File: config.mk
export PLATFORM = sky130hd
export DESIGN_NAME = axi_wdata_joiner
export DESIGN_NICKNAME = d
export VERILOG_FILES = /design/src/rtl/axi_pkg.sv /design/src/rtl/axi_bresp_fifo.sv /design/src/rtl/axi_wdata_joiner.sv
export SDC_FILE = /design/constraint.sdc
export NUM_CORES = 1
export LEC_CHECK = 0
export BUFFER_PORTS_ARGS = -buffer_cell sky130_fd_sc_hd__buf_2
export CELL_PAD_IN_SITES_DETAIL_PLACEMENT = 0
export CELL_PAD_IN_SITES_GLOBAL_PLACEMENT = 2
export CORE_MARGIN = 2
export CORE_UTILIZATION = 29
export CTS_CLUSTER_DIAMETER = 40
export DETAILED_ROUTE_END_ITERATION = 10
export PLACE_DENSITY = 0.85
export SETUP_SLACK_MARGIN = 0.5
export SKIP_LAST_GASP = 1
export SLEW_MARGIN = 10
export SYNTH_ARGS = -nofsm -noshare
export SYNTH_HDL_FRONTEND = slang
export SYNTH_SLANG_ARGS = --single-unit
File: constraint.sdc
create_clock -name clk -period 6.2 [get_ports clk]
set_clock_uncertainty 0.05 [all_clocks]
set_input_delay 0.93 -clock clk [delete_from_list [all_inputs] [get_ports clk]]
set_output_delay 0.93 -clock clk [all_outputs]
set_load 0.02 [all_outputs]
File: src/rtl/axi_pkg.sv
// Shared AXI constants for the write-data joiner: response codes, bus widths
// and the beat limit that separates a legal burst from an overflowing one.
package axi_pkg;
  localparam int ADDR_WIDTH = 12;
  localparam int DATA_WIDTH = 32;
  localparam int STRB_WIDTH = DATA_WIDTH / 8;
  localparam int MAX_BEATS  = 256;
  localparam int BEAT_CNT_W = 9;

  typedef logic [1:0] bresp_t;
  localparam bresp_t BRESP_OKAY   = 2'b00;
  localparam bresp_t BRESP_SLVERR = 2'b10;
endpackage

File: src/rtl/axi_bresp_fifo.sv
// Small synchronous FIFO holding pending AXI B responses, with a registered
// occupancy count; pointers wrap naturally because DEPTH is a power of two.
module axi_bresp_fifo #(
  parameter int WIDTH = 2,
  parameter int DEPTH = 4
) (
  input  logic             clk,
  input  logic             reset,
  input  logic             push_i,
  input  logic [WIDTH-1:0] push_data_i,
  input  logic             pop_i,
  output logic [WIDTH-1:0] head_o,
  output logic             empty_o,
  output logic             full_o
);
  localparam int PTR_W = $clog2(DEPTH);
  localparam int CNT_W = PTR_W + 1;
  localparam logic [CNT_W-1:0] FULL_CNT = CNT_W'(DEPTH);

  logic [WIDTH-1:0] mem_q [DEPTH];
  logic [PTR_W-1:0] wr_ptr_q, wr_ptr_d;
  logic [PTR_W-1:0] rd_ptr_q, rd_ptr_d;
  logic [CNT_W-1:0] count_q, count_d;
  logic             do_push, do_pop;

  assign full_o  = (count_q == FULL_CNT);
  assign empty_o = (count_q == '0);
  assign do_push = push_i && !full_o;
  assign do_pop  = pop_i && !empty_o;
  // Head reads as zero while empty so the B channel is clean after reset.
  assign head_o  = empty_o ? '0 : mem_q[rd_ptr_q];

  always_comb begin
    wr_ptr_d = wr_ptr_q;
    rd_ptr_d = rd_ptr_q;
    count_d  = count_q;
    if (do_push) wr_ptr_d = wr_ptr_q + 1'b1;
    if (do_pop)  rd_ptr_d = rd_ptr_q + 1'b1;
    case ({do_push, do_pop})
      2'b10:   count_d = count_q + 1'b1;
      2'b01:   count_d = count_q - 1'b1;
      default: count_d = count_q;
    endcase
  end

  always_ff @(posedge clk) begin
    if (reset) begin
      wr_ptr_q <= '0;
      rd_ptr_q <= '0;
      count_q  <= '0;
    end else begin
      wr_ptr_q <= wr_ptr_d;
      rd_ptr_q <= rd_ptr_d;
      count_q  <= count_d;
    end
  end

  always_ff @(posedge clk) begin
    if (do_push) mem_q[wr_ptr_q] <= push_data_i;
  end

  a_count_bound: assert property (@(posedge clk) count_q <= FULL_CNT);
endmodule

File: src/rtl/axi_wdata_joiner.sv
// Joins an upstream address-beat stream with the AXI W channel into single
// memory write pulses, and generates one B response per burst.
module axi_wdata_joiner #(
  parameter  int BRESP_DEPTH = 4,
  localparam int ADDR_WIDTH  = axi_pkg::ADDR_WIDTH,
  localparam int DATA_WIDTH  = axi_pkg::DATA_WIDTH
) (
  input  logic                    clk,
  input  logic                    reset,
  input  logic [ADDR_WIDTH-1:0]   i_next_addr_data,
  input  logic                    i_next_addr_valid,
  output logic                    i_next_addr_ready,
  input  logic [DATA_WIDTH-1:0]   i_wdata,
  input  logic [DATA_WIDTH/8-1:0] i_wstrb,
  input  logic                    i_wlast,
  input  logic                    i_wvalid,
  output logic                    i_wready,
  output logic [1:0]              i_bresp,
  output logic                    i_bvalid,
  input  logic                    i_bready,
  output logic                    o_mem_we,
  output logic [ADDR_WIDTH-3:0]   o_mem_addr,
  output logic [DATA_WIDTH-1:0]   o_mem_wdata,
  output logic [DATA_WIDTH/8-1:0] o_mem_wstrb
);
  import axi_pkg::*;

  localparam logic [BEAT_CNT_W-1:0] BEAT_MAX = BEAT_CNT_W'(MAX_BEATS);

  logic                    resp_full, resp_empty;
  logic                    fire, push, pop, beat_err;
  bresp_t                  push_resp, head_resp;
  logic [BEAT_CNT_W-1:0]   beat_cnt_q, beat_cnt_d;
  logic                    ovf_q, ovf_d;
  logic                    mem_we_q;
  logic [ADDR_WIDTH-3:0]   mem_addr_q;
  logic [DATA_WIDTH-1:0]   mem_wdata_q;
  logic [DATA_WIDTH/8-1:0] mem_wstrb_q;

  // Each ready looks only at the other channel's valid, so neither side waits on itself.
  assign i_wready          = i_next_addr_valid && !resp_full && !reset;
  assign i_next_addr_ready = i_wvalid && !resp_full && !reset;
  assign fire              = i_next_addr_valid && i_wvalid && !resp_full && !reset;

  assign beat_err  = ovf_q || (beat_cnt_q == BEAT_MAX);
  assign push      = fire && i_wlast;
  assign push_resp = beat_err ? BRESP_SLVERR : BRESP_OKAY;
  assign pop       = i_bvalid && i_bready;

  always_comb begin
    beat_cnt_d = beat_cnt_q;
    ovf_d      = ovf_q;
    if (fire) begin
      if (i_wlast) begin
        beat_cnt_d = '0;
        ovf_d      = 1'b0;
      end else if (beat_cnt_q == BEAT_MAX) begin
        ovf_d = 1'b1;
      end else begin
        beat_cnt_d = beat_cnt_q + 1'b1;
      end
    end
  end

  always_ff @(posedge clk) begin
    if (reset) begin
      beat_cnt_q  <= '0;
      ovf_q       <= 1'b0;
      mem_we_q    <= 1'b0;
      mem_addr_q  <= '0;
      mem_wdata_q <= '0;
      mem_wstrb_q <= '0;
    end else begin
      beat_cnt_q <= beat_cnt_d;
      ovf_q      <= ovf_d;
      mem_we_q   <= fire;
      if (fire) begin
        mem_addr_q  <= i_next_addr_data[ADDR_WIDTH-1:2];
        mem_wdata_q <= i_wdata;
        mem_wstrb_q <= i_wstrb;
      end
    end
  end

  axi_bresp_fifo #(
    .WIDTH (2),
    .DEPTH (BRESP_DEPTH)
  ) u_bresp_fifo (
    .clk         (clk),
    .reset       (reset),
    .push_i      (push),
    .push_data_i (push_resp),
    .pop_i       (pop),
    .head_o      (head_resp),
    .empty_o     (resp_empty),
    .full_o      (resp_full)
  );

  assign i_bvalid    = !resp_empty;
  assign i_bresp     = head_resp;
  assign o_mem_we    = mem_we_q;
  assign o_mem_addr  = mem_addr_q;
  assign o_mem_wdata = mem_wdata_q;
  assign o_mem_wstrb = mem_wstrb_q;

  a_b_stable: assert property (@(posedge clk) disable iff (reset)
    (i_bvalid && !i_bready) |=> (i_bvalid && $stable(i_bresp)));
  a_beat_bound: assert property (@(posedge clk) beat_cnt_q <= BEAT_MAX);
endmodule

* Yosys cells after proc, flatten, opt, wreduce, memory -nomap -nowiden
Memories as Yosys holds them, arrays and structs flattened. A register that Yosys moved wholly into a read port is not among the register bits.
Cells that the tools add are included.
** Storage, ports and cells
- Bits of input ports :: 54
- Memory bits (writable) :: 8
- Logic and storage cells :: 51
- Memories :: 1
- Flip-flop bits (word level) :: 64
- Output and inout bits :: 52
** Operators by class
- Eq/ne operators :: 5
- Reductions and logical operators :: 20
- $add $sub $neg :: 5
- Multiplexer cells :: 11
** Memories
- u_bresp_fifo.mem_q :: depth 4, bits a word 2, rd ports 1, clocked after Yosys merged registers in 1, wr ports 1, line axi_bresp_fifo.sv:20 : logic [WIDTH-1:0] mem_q [DEPTH];
** Operators by type and width (number)
- 2-to-1 mux 9 bit :: 2
- logical AND 1 bit :: 11
- adder 9 x 1 -> 9 bit, second input constant :: 1
- == test 9 bit, second input constant :: 1
- 2-to-1 mux 2 bit :: 4
- case mux 3 bit (2 select lines) :: 1
- adder 2 x 1 -> 2 bit, second input constant :: 2
- 2-to-1 mux 1 bit :: 4
- AND reduction 2 bit :: 2
- nonzero test 2 bit :: 2
- adder 3 x 1 -> 3 bit, second input constant :: 1
- == test 3 bit, second input constant :: 1
- logical NOT 1 bit :: 3
- logical NOT 3 bit :: 1
- subtractor 3 x 1 -> 3 bit, second input constant :: 1
- == test 2 x 1 -> 1 bit, second input constant :: 1
- == test 2 bit, second input constant :: 1
- != test 2 bit, second input constant :: 1
- logical OR 1 bit :: 1

* Depth between registers and ports, before layout
Gate-level depths: netlist of the first run.
- Depth in word-level cells :: 8
- Depth in mapped cells :: 9
- Gate-level depth less buffers :: 8

* Modules after synthesis
A second synthesis of the first run with hierarchy kept.
** Second synthesis, totals
- Cell total of the unflattened synthesis :: 346
- Area total of the unflattened synthesis :: 3000.4 um^2
** By module, submodules not included
- axi_wdata_joiner :: cells each 280, instances 1, area each 2212.1 um^2, seq. area each 1141.1 um^2
- axi_bresp_fifo :: cells each 66, instances 1, area each 788.3 um^2, seq. area each 420.4 um^2

* Least setup slack after synthesis of the first run
OpenSTA, ideal clock, no wires.
- Kind :: in2out
- Start point :: input reset
- End point :: output i_next_addr_ready
- Data arrival time :: 1846 ps
- Buffers on the path :: 2
- Required time :: 5220 ps
- Path slack :: 3374 ps
- Stages :: 4
- Path through :: inv_1 > clkbuf_1 > clkbuf_1 > and3_1
** Between the ends
- Longest elaborated chain between the ends :: 2
** RTL lines
- start, declared :: line axi_wdata_joiner.sv:9 : input logic reset,
- logical NOT 1 bit :: line axi_wdata_joiner.sv:42 : assign i_next_addr_ready = i_wvalid && !resp_full && !reset;
- logical AND 1 bit :: line axi_wdata_joiner.sv:42
- end, declared :: line axi_wdata_joiner.sv:12 : output logic i_next_addr_ready,
No other way between the ends.

* Worst setup path in the final report of the first run
- Start point :: register u_bresp_fifo.count_q[0]
- End point :: output i_next_addr_ready
** Between the ends
- Longest elaborated chain between the ends :: 4
** RTL lines
- start, declared :: line axi_bresp_fifo.sv:23 : logic [CNT_W-1:0] count_q, count_d;
- start signal, assigned :: line axi_bresp_fifo.sv:54 : count_q <= count_d;
- == test 3 bit :: line axi_bresp_fifo.sv:26 : assign full_o = (count_q == FULL_CNT);
- logical NOT 1 bit :: line axi_wdata_joiner.sv:42
- logical AND 1 bit (2 in series) :: line axi_wdata_joiner.sv:42
No other way between the ends.

==> metrics.md, run 1 <==
| Metric | Value |
|---|---|
| Post-synth ARST share | `0%` |
| Pint | `0.700 mW` |
| Critical Path Max Stage Delay | `560 ps` |
| Post-layout utilization of the core | `37.2%` |
| Switching part of the total | `26.6%` |
| Synth Area in XOR/XNOR | `2.17%` |
| Worst IR Drop VDD | `0.0931 mV` |
| Reg2Reg Depth | `8` |
| PwrDens | `267 nW/um^2` |
| Port Buffers | `102` |
| RSZ-0062 raised after global routing | `no` |
| Clk buf depth | `2` |
| Area of the mapped netlist | `2830 um^2` |
| Syn Inst Count | `335` |
| Starting Density | `29.4%` |
| Area growth syn-to-layout | `26.3%` |
| FILL cells | `1010` |
| Vias in the first global route | `2172` |
| CTS H-tree lvls | `3` |
| Num ports | `106` |
| Max cap viols | `0` |
| Die area | `10500 um^2` |
| CTS Buf Count | `9` |
| Post-DP HPWL | `4620 um` |
| Clock power share | `37.2%` |
| Slowest CP cell | `or3b_1` |
| Core area | `9590 um^2` |
| Hold Violations, Final | `0` |
| Final Cell Area | `3570 um^2` |
| Vias | `2464` |
| Startpoint Class | `flip-flop` |
| Reg-to-reg slack, setup | `3720 ps` |
| Setup crit end kind | `output pin` |
| Hold path endpoint | `o_mem_wdata[10]` |
| TNS Setup | `0 ps` |
| Hold Path Stages | `2` |
| Area taken by multi-input logic gates | `1220 um^2` |
| Largest family of logic cells by synthesized area | `simple AND/OR/NAND/NOR gates` |
| Post-cts gate resize count | `0` |
| Antenna diode instance count | `0` |
| Global-route total usage across every layer | `12.7%` |
| Combinational Power Share | `11.9%` |
| Fin cells | `566` |
| Reg power frac | `50.9%` |
| Slew Viols, Final | `0` |
| Hold Crit Class | `flip-flop to flip-flop` |
| Syn. warnings | `0` |
| Die Wd | `103 um` |
| CP Class | `flip-flop to output pin` |
| Hold path startpoint | `o_mem_wdata[10]` |
| Reg-to-Reg End | `u_bresp_fifo.count_q[2]` |
| Root Driver | `clkbuf_8` |
| Post-Syn Nets | `397` |
| Net Sw Power | `0.253 mW` |
| Clock-pin slew on the worst setup and hold paths | `70 ps` |
| Post-Synth Adder-Cell Area | `3.81%` |
| Worst Path Max Fanout | `10` |
| Seq cells post-synth | `70` |
| Outcome | `finished clean` |
| Detailed-route DRC error count | `0` |
| Pre-CTS WS | `3160 ps` |
| Multiplexer area fraction after synthesis | `1.20%` |
| Max_slew headroom | `44.5%` |
| Antenna viol nets, final | `0` |
| Layout cells sized above 1 | `27.7%` |
| First-pass GRT wire length | `10300 um` |
| Initial drt markers | `91` |
| Initial antenna violation count | `0` |
| Crit-path cells | `or3b_1 -> and3_1 -> buf_2` |
| Gr ovfl total | `0` |
| Register area share after synthesis | `51.0%` |
| Insertion delay to the later sink of the worst-skew pair | `350 ps` |
| Hold WS | `394 ps` |
| Ys flop type | `dfxtp_1` |
| Placed inst area | `3390 um^2` |
| Syn_area_per_cell | `8.43 um^2` |
| Overall power consumption | `0.953 mW` |
| Drt first pass iters | `4` |
| Leak Pwr | `1.55 nW` |
| F_max | `0.373 GHz` |
| Largest net degree at the start of global routing | `100` |
| Post-synth EDFFs | `4` |
| Post-synthesis cell type count | `41` |
| Crit Reg-Reg Startpoint | `u_bresp_fifo.count_q[0]` |
| CP top delay family | `simple AND/OR/NAND/NOR gates` |
| CTS Hold Buffers Added | `0` |
| CTS tree | `done` |
| Die H | `103 um` |
| # rows | `36` |
| Final setup viols | `0` |
| Critical Path AT | `1700 ps` |
| Worst Setup SP | `u_bresp_fifo.count_q[0]` |
| Vias per inst | `4.35` |
| Final worst slack | `3520 ps` |
| Storage cell area | `1440 um^2` |
| Simple-gate share of the synthesized area | `23.6%` |
| Synth Area in Compound Gates | `12.3%` |
| Post-route minimum period | `2680 ps` |
| Num Clock Sinks | `70` |
| Wire length per cell | `11.8 um` |
| GPL Wtd Cong | `0.754` |
| Nets | `491` |
| Critical Path RT | `5220 ps` |
| Post-Place Cells | `551` |
| Final WL | `6710 um` |
| Crit path buf inv count | `1` |
| Worst slew pin tran | `833 ps` |
| Final period utilization | `43.3%` |
| Postcts setup bufs | `0` |
## worst reg2reg max path, cell delays in order (launching register included)
cell and delay [ps]:
dfxtp_1 360, or3b_1 560, nand2_1 210, ha_1 210
inv_1 60, fa_1 380, xor2_1 160, or3_1 300
a21oi_1 130
## worst max-delay path by stage
stage                                    endpoint  slack, ps  cells past startpoint
final                           i_next_addr_ready       3520                      3
after global routing      u_bresp_fifo.count_q[2]       3410                      9
after CTS                       i_next_addr_ready       3490                      3
after detailed placement  u_bresp_fifo.count_q[2]       3160                      9
after global placement    u_bresp_fifo.count_q[2]       3190                      9
after floorplan                 i_next_addr_ready       3370                      4
## logic make-up (layout without fill, tap and decap cells)
kind of cell             after synthesis  in the layout
flip-flops                            70             70
adder cells (fa/ha/maj)                8              8
AO/OA/AOI/OAI                         67             67
XOR/XNOR                               7              7
multiplexers                           2              2
AND/OR/NAND/NOR                      150            150
other                                  1              1
buffers and inverters                 30            128
## final cells by class
class                           instances  share of cell area (%)
Clock inverter                          4                    1.37
Multi-Input combinational cell        235                    34.2
Timing Repair Buffer                  103                    14.5
Clock buffer                           11                    3.68
Sequential cell                        70                    40.4
Inverter                               10                    1.12
Tap cell                              133                    4.67
## synth_stat cells, types with 2 or more instances
master | number | area share [%]
o21ai_0 | 32 | 5.7
xnor2_1 | 4 | 1.2
buf_2 | 3 | 0.53
or3_1 | 3 | 0.66
buf_6 | 5 | 2.0
edfxtp_1 | 4 | 4.3
a31oi_1 | 2 | 0.44
nand4_1 | 2 | 0.44
and3_1 | 8 | 1.8
nand3_1 | 9 | 1.6
inv_1 | 9 | 1.2
a21oi_1 | 10 | 1.8
and4_1 | 2 | 0.62
xor2_1 | 3 | 0.93
clkbuf_1 | 9 | 1.2
o21ai_1 | 20 | 3.5
nor3_1 | 3 | 0.53
dfxtp_1 | 66 | 47
clkbuf_2 | 2 | 0.35
nand2_1 | 98 | 13
nor2_1 | 13 | 1.7
nor4_1 | 3 | 0.66
ha_1 | 7 | 3.1
## power by group through the flow
stage | Sequential (mW) | Clock (mW) | Combinational [mW]
2_1_floorplan | 0.515 | 0 | 0.0516
3_3_place_gp | 0.495 | 0 | 0.114
3_5_place_dp | 0.495 | 0 | 0.115
4_1_cts | 0.485 | 0.369 | 0.116
5_1_grt | 0.488 | 0.388 | 0.128
6_report | 0.485 | 0.355 | 0.114
## flip-flops by register name, summed over array words and instances, names as in the netlist, named ones only
signal	count
o_mem_wstrb	4
o_mem_addr	10
ovf_q	1
u_bresp_fifo.rd_ptr_q	2
u_bresp_fifo.wr_ptr_q	2
u_bresp_fifo.mem_q	4
beat_cnt_q	9
u_bresp_fifo.count_q	3
o_mem_wdata	32
o_mem_we	1
## per-layer routing
| metal | up-vias | share of wire (%) | track usage (%) |
|---|---|---|---|
| met2 | 58 | 47 | 19.9 |
| met5 | - | 0 | 0 |
| li1 | 1297 | - | - |
| met1 | 1095 | 45 | 15.9 |
| met4 | 0 | 2.8 | 7.79 |
| met3 | 14 | 4.4 | 2.98 |
## placed cells by master, fill, tap and decap left out, drive strengths merged, types with 2 or more instances in the layout
cell    synthesis  final
a21oi          10     10
a31oi           2      2
and3            8      8
and4            2      2
buf             9    103
clkbuf         11     11
clkinv          0      3
dfxtp          66     66
edfxtp          4      4
ha              7      7
inv            10     10
nand2          98     98
nand2b          2      2
nand3           9      9
nand4           2      2
nor2           13     13
nor3            3      3
nor4            3      3
o21ai          52     52
or3             3      3
xnor2           4      4
xor2            3      3
Power figures use the tool's default switching activity.
==> run 2, diff against run 1 <==
Settings changed: CORE_UTILIZATION 29 to 27, PLACE_DENSITY 0.85 to 0.8.
Clock period 6.2 ns to 2.7 ns, I/O delays scaled along.
==> run 2 against run 1 <==
Utilization fell by 0.94 points. Sequential power rose by 130%. Largest power group unchanged. Global-route usage fell by 0.13 points. Critical path type unchanged. Via count rose by 0.65%. Clock power rose by 140%. Combinational power rose by 150%. Flip-flop and latch count did not move. Hold slack got worse by 200 ps. Count of clock-buffer cells in the layout did not move.
==> metrics.md, run 2 (same netlist as run 1, synthesis figures left out) <==
| Metric | Value |
|---|---|
| Drt first pass iters | `4 (unchanged)` |
| Vias in the first global route | `2328 (+7.2%)` |
| Wire length per cell | `11.9 um (+0.13%)` |
| CTS tree | `done` |
| Starting Density | `27.6% (-1.8 points)` |
| Final setup viols | `0 (unchanged)` |
| Clock power share | `38.1% (+0.9 points)` |
| Final Cell Area | `3710 um^2 (+3.9%)` |
| RSZ-0062 raised after global routing | `no` |
| Clk buf depth | `2 (unchanged)` |
| Num ports | `106 (unchanged)` |
| Area taken by multi-input logic gates | `1250 um^2 (+2.8%)` |
| Initial antenna violation count | `0 (unchanged)` |
| PwrDens | `607 nW/um^2 (+130%)` |
| Reg power frac | `49.4% (-1.5 points)` |
| Hold Violations, Final | `0 (unchanged)` |
| Global-route total usage across every layer | `12.6% (-0.13 points)` |
| Layout cells sized above 1 | `31.4% (+3.7 points)` |
| Gr ovfl total | `0 (unchanged)` |
| Hold Crit Class | `input port to flip-flop` |
| Detailed-route DRC error count | `0 (unchanged)` |
| Startpoint Class | `flip-flop` |
| Insertion delay to the later sink of the worst-skew pair | `350 ps (about the same)` |
| Vias | `2480 (+0.65%)` |
| Placed inst area | `3450 um^2 (+1.8%)` |
| FILL cells | `1111 (+10%)` |
| Port Buffers | `102 (unchanged)` |
| Core area | `10200 um^2 (+6.6%)` |
| Die Wd | `106 um (+3.5%)` |
| Antenna viol nets, final | `0 (unchanged)` |
| Post-DP HPWL | `4800 um (+3.9%)` |
| Slowest CP cell | `or3b_4` |
| Outcome | `finished clean` |
| Leak Pwr | `1.61 nW (+3.9%)` |
| Critical Path Max Stage Delay | `410 ps (-150 ps)` |
| Critical Path AT | `1670 ps (-30 ps)` |
| Max_slew headroom | `66.6% (+22 points)` |
| Die area | `11300 um^2 (+7.1%)` |
| TNS Setup | `0 ps (unchanged)` |
| Antenna diode instance count | `0 (unchanged)` |
| Crit-path cells | `or3b_4 -> buf_4 -> and3_1 -> buf_2` |
| F_max | `0.472 GHz` |
| Pint | `1.65 mW (+140%)` |
| Largest net degree at the start of global routing | `56 (-44%)` |
| Die H | `106 um (+3.5%)` |
| CP Class | `flip-flop to output pin` |
| Worst Path Max Fanout | `9 (-1)` |
| Initial drt markers | `114 (+25%)` |
| CTS Hold Buffers Added | `0 (unchanged)` |
| Final WL | `6860 um (+2.3%)` |
| Combinational Power Share | `12.5% (+0.6 points)` |
| # rows | `37 (+2.8%)` |
| Slew Viols, Final | `0 (unchanged)` |
| Critical Path RT | `2250 ps (-2970 ps)` |
| CTS Buf Count | `9 (unchanged)` |
| Final period utilization | `78.5%` |
| Nets | `499 (+1.6%)` |
| GPL Wtd Cong | `0.711 (-5.6%)` |
| CTS H-tree lvls | `3 (unchanged)` |
| Worst slew pin tran | `501 ps (-332 ps)` |
| Storage cell area | `1450 um^2 (+0.78%)` |
| Commonest non-fill, non-tap cell in the layout | `buf_2` |
| Root Driver | `clkbuf_8` |
| Vias per inst | `4.29 (-1.4%)` |
| Clock-pin slew on the worst setup and hold paths | `80 ps (about the same)` |
| Worst IR Drop VDD | `0.172 mV (+85%)` |
| Num Clock Sinks | `70 (unchanged)` |
| Net Sw Power | `0.598 mW (+140%)` |
| Max cap viols | `0 (unchanged)` |
| First-pass GRT wire length | `11200 um (+8.5%)` |
| Setup crit end kind | `output pin` |
| Switching part of the total | `26.6% (about the same)` |
| Max reg flops | `32 (unchanged)` |
| Post-route minimum period | `2120 ps` |
| Most frequent cells in the layout | `buf_2, nand2_1, dfxtp_1` |
| Area growth syn-to-layout | `31.2%` |
run 2: metrics by stage:
| stage | util, % | hold slack (ps) | worst slack [ps] | std cells | power [mW] |
|---|---|---|---|---|---|
| detailed placement | 33.7 | 387 | 420 | 558 | 1.41 |
| CTS | 35.6 | 177 | 506 | 574 | 2.29 |
| finish | 36.2 | 198 | 579 | 578 | 2.25 |
| global placement | 33.7 | 383 | 447 | 558 | 1.41 |
| floorplan | - | 378 | 525 | 335 | 1.31 |
| global route | 36.2 | 189 | 522 | 578 | 2.38 |
run 2: final timing paths:
kind,startpoint,to,slack (ps),cells past startpoint
max,u_bresp_fifo.count_q[0],i_next_addr_ready,580,4
min,i_next_addr_data[11],o_mem_addr[9],200,3
max reg2reg,u_bresp_fifo.count_q[0],u_bresp_fifo.count_q[2],600,8
min reg2reg,o_mem_wdata[8],o_mem_wdata[8],390,2
run 2: what timing repair did:
item	4_1_cts	5_1_grt
resized for setup	0	11
setup buffers	0	4
endpoints found under the setup margin	0	3
hold endpoints to repair	0	0
run 2: area by class of cell:
cell class                      count  share of cell area (%)
Sequential cell                    70                    39.2
Multi-Input combinational cell    235                    33.9
Timing Repair Buffer              111                    15.9
Tap cell                          136                    4.59
Clock buffer                       11                    3.81
Clock inverter                      5                    1.55
Inverter                           10                    1.08
run 2: metal layers:
layer | global-route usage (%) | routed length (um) | vias up
met5 | 0 | 0 | -
li1 | - | - | 1312
met2 | 20.1 | 3160 | 66
met4 | 6.20 | 131 | 0
met1 | 15.3 | 3140 | 1091
met3 | 3.86 | 427 | 11
run 2: power by group through the flow:
| stage | registers (mW) | logic (mW) | clock network, mW |
|---|---|---|---|
| finish | 1.11 | 0.282 | 0.857 |
| global route | 1.12 | 0.313 | 0.948 |
| CTS | 1.11 | 0.275 | 0.897 |
| detailed placement | 1.14 | 0.274 | 0 |
| global placement | 1.14 | 0.274 | 0 |
| floorplan | 1.18 | 0.122 | 0 |
run 2: critical path: cells and delay by family, from the launching register on:
family / cells / cell delay (ps)
buffers and inverters: 2 / 350
AND/OR/NAND/NOR: 2 / 620
flip-flops: 1 / 350
